===== config.mk =====
export PLATFORM = sky130hd
export DESIGN_NAME = shift_register_from_instruction_memory
export DESIGN_NICKNAME = d
export VERILOG_FILES = /design/src/rtl/shift_register_from_instruction_memory.sv
export SDC_FILE = /design/constraint.sdc
export NUM_CORES = 1
export LEC_CHECK = 0
export CAP_MARGIN = 20
export CORE_ASPECT_RATIO = 0.5
export CORE_MARGIN = 4
export CORE_UTILIZATION = 33
export DETAILED_ROUTE_END_ITERATION = 6
export PLACE_DENSITY = 0.86
export SYNTH_ARGS = -nofsm -noshare
export SYNTH_HDL_FRONTEND = slang
export SYNTH_SLANG_ARGS = --single-unit

===== constraint.sdc =====
create_clock -name clk -period 1.5 [get_ports clk]
set_clock_uncertainty 0.05 [all_clocks]
set_input_delay 0.3 -clock clk [delete_from_list [all_inputs] [get_ports clk]]
set_output_delay 0.3 -clock clk [all_outputs]
set_load 0.005 [all_outputs]

===== src/rtl/shift_register_from_instruction_memory.sv =====
// J-type jump target builder: a combinational index shift plus a one-deep
// valid/ready output register that holds {pc_plus4[31:28], index, 2'b00}.
module shift_register_from_instruction_memory (
   input  logic        clk,
   input  logic        rst_n,
   input  logic [25:0] inpData,
   output logic [27:0] shiftedOutput,
   input  logic [31:0] pcPlus4,
   input  logic        in_valid,
   input  logic        out_ready,
   output logic        in_ready,
   output logic [31:0] jumpTarget,
   output logic        out_valid
);

   logic [31:0] jump_target_d, jump_target_q;
   logic        out_valid_d, out_valid_q;
   logic        capture;
   logic        unused_pc_bits;

   // Only the region nibble of PC+4 matters; the low bits are intentionally dropped.
   assign unused_pc_bits = ^pcPlus4[27:0];

   assign shiftedOutput = {inpData, 2'b00};

   assign in_ready = !out_valid_q || out_ready;
   assign capture  = in_valid && in_ready;

   always_comb begin
      jump_target_d = jump_target_q;
      out_valid_d   = out_valid_q;
      if (capture) begin
         // Concatenation, not addition: no carry may reach the region nibble.
         jump_target_d = {pcPlus4[31:28], inpData, 2'b00};
         out_valid_d   = 1'b1;
      end else if (out_ready) begin
         out_valid_d   = 1'b0;
      end
   end

   always_ff @(posedge clk or negedge rst_n) begin
      if (!rst_n) begin
         jump_target_q <= 32'h0000_0000;
         out_valid_q   <= 1'b0;
      end else begin
         jump_target_q <= jump_target_d;
         out_valid_q   <= out_valid_d;
      end
   end

   assign jumpTarget = jump_target_q;
   assign out_valid  = out_valid_q;

endmodule


==> flow_metrics.tcl <==
set metrics [dict create \
    placedInstanceArea_mm2 0.00252 \
    fmax_mhz 686 \
    hp-class "input pin to async pin" \
    yosysMostFrequentCell "dfrtp_1" \
    avgViaCountPerCell 4.21 \
    leakage_nw 1.38 \
    antenna_found_initial 0 \
    ir_drop_mv 0.331 \
    drt_wl_total_um 4090 \
    setup_violations 0 \
    cts_buffers 5 \
    ant_nets 0 \
    stdcell_count 256 \
    synth.area.top_cells "dfrtp_1, mux2_4, buf_4, buf_12, nand2b_4" \
    synth_top_area_frac 0.501 \
    yosys_register_bits 31 \
    finalMaxSlewViolations 0 \
    cts_root_buffer "clkbuf_8" \
    endpoint "jumpTarget[30]" \
    yosysTopAreaCell "dfrtp_1" \
    crit_top_cell "buf_12" \
    powerDensity_mw_per_mm2 943 \
    clock_path_buffers 2 \
    finalSetupTns_ns 0 \
    cp_num_buf_inv 3 \
    startpoint "out_ready" \
    grt_pass1_vias 1209 \
    drc 0 \
    antenna_cells 0 \
    grt_max_degree 32 \
    cp-end-kind "flop" \
    worstReg2RegStart "out_valid" \
    initial_core_util 0.346 \
    hold_viol_final 0 \
    grt_pass1_wl_um 6210 \
    cp-start-kind "input pin" \
    track_usage 0.136 \
    preCtsSetupSlack_ns -0.247 \
    place.gp.congestion 0.695 \
    clk_transition_reported_paths_ns 0.06 \
    dr_total_vias 1079 \
    drtIter0Drc 31 \
    yosysWarnings 0 \
    worst-r2r-cell-count 5 \
    cp.depth 6 \
    r2r_setup_slack_ns 0.15 \
    syn_area_per_cell_um2 15.8 \
    core_area_mm2 0.00447 \
    cp_data_arrival_time_ns 1.56 \
    postLayoutCoreUtil 0.583 \
    die_area_mm2 0.00592 \
    cp_top_family "buffers and inverters" \
    syn-cell-area_mm2 0.00155 \
    dp.cells 244 \
    crit_path_top_delay_cell "clkdlybuf4s50_1" \
    synthTopCellsByCount "dfrtp_1, buf_4, mux2_4" \
    status "finished, final reports clean" \
    fin_ws_ns 0.0430 \
    crit_path_cell_trace "clkdlybuf4s50_1 > nand2b_4 > buf_12 > nand2_4 > buf_12 > mux2_4" \
    seq_area_frac_synth 0.501 \
    grt-ovfl-total 0 \
    dr.pass1.iters 4 \
    yosysUniqueCellTypes 8 \
    nets 260 \
    post-route-min-period_ns 1.46 \
    async_reset_ff_frac 1.00 \
    fp.dieH_um 56.4 \
    finalInstanceArea_mm2 0.00261 \
    synth-edff-count 0 \
    drive_gt1_frac 0.357 \
    crit_type "input pin to flop" \
    io_pins 124 \
    cts_sinks 31 \
    port-buffer-count 91 \
    ys.flop_type "dfrtp_1" \
    required_ns 1.61 \
    wl_per_cell_um 16.0 \
    slowest_delay_ns 0.40 \
    hpwl_um 3160 \
    post-route-period-util 0.971 \
    synth_cells 98 \
    insertion_delay_ns 0.27 \
    die_width_um 105 \
    h-tree-depth 2 \
    rsz0062_at_grt "no" \
    maxCapViolations 0 \
    worstReg2RegEnd "jumpTarget[30]" \
    area_delta_synth_final_pct 68.3 \
    path_max_fanout 15 \
    num_rows 17 \
    cts_tree "yes" \
]
-- cells by family (layout without fill, tap and decap cells) --
| family | after synthesis | after routing | share of synthesized area |
|---|---|---|---|
| buffers and inverters | 33 | 131 | 0.184 |
| AND/OR/NAND/NOR | 3 | 3 | 0.0210 |
| multiplexers | 30 | 30 | 0.291 |
| other | 1 | 4 | 0.00242 |
| flip-flops | 31 | 31 | 0.501 |
-- cell type report --
type,instances,area [um2]
multi-input cells,37,498
clock buffers,8,100
well taps,57,71.3
fillers,350,1860
flip-flops and latches,31,776
repair buffers,123,1160
-- power breakdown --
| part | switching [mW] | total, mW | internal [mW] |
|---|---|---|---|
| Clock | 0.294 | 0.712 | 0.418 |
| Combinational | 0.225 | 0.722 | 0.497 |
| Sequential | 0.0653 | 1.02 | 0.958 |
| Total | 0.584 | 2.46 | 1.87 |
-- through the flow --
stage,hold slack [ns],total power [mW]
5_1_grt,0.340,2.59
3_5_place_dp,0.443,1.84
2_1_floorplan,-0.0456,1.36
3_3_place_gp,0.444,1.82
6_report,0.329,2.46
4_1_cts,0.330,2.48
-- placed cells by master, fill, tap and decap left out, drive strengths merged --
cell type | synthesis | routed
mux2 | 30 | 30
buf | 33 | 32
dlygate4sd2 | 0 | 49
or2b | 1 | 1
dfrtp | 31 | 31
nand2b | 1 | 1
nand2 | 1 | 1
conb | 1 | 4
dlymetal6s2s | 0 | 8
clkdlybuf4s15 | 0 | 1
clkbuf | 0 | 8
clkdlybuf4s50 | 0 | 33
-- how the worst min path moves through the flow --
stage | startpoint | end | slack (ns) | cells past startpoint
CTS | rst_n | jumpTarget[10] | 0.33 | 2
finish | rst_n | jumpTarget[3] | 0.33 | 2
global route | rst_n | jumpTarget[6] | 0.34 | 2
global placement | jumpTarget[27] | jumpTarget[27] | 0.44 | 1
floorplan | rst_n | jumpTarget[10] | -0.05 | 0
detailed placement | jumpTarget[7] | jumpTarget[7] | 0.44 | 1
-- worst reg2reg max path: stages (launching register included) --
cell and delay, ns:
dfrtp_1 0.40, nand2b_4 0.08, buf_12 0.12, nand2_4 0.09
buf_12 0.18, mux2_4 0.32
-- state kept, by name, summed over array words and instances (netlist names) --
| signal | flops |
|---|---|
| jumpTarget | 30 |
| out_valid | 1 |
-- layer usage --
metal / share of wire / global-route usage
met5: 0 / 0
met4: 0.032 / 0.0617
met3: 0.022 / 0.0287
met2: 0.61 / 0.279
met1: 0.34 / 0.129
-- repair_timing --
item,4_1_cts,5_1_grt
gates resized for setup,50,9
setup buffers,2,2
setup endpoints to repair,52,9
hold buffers,0,0
(Power assumes the default switching activity.)
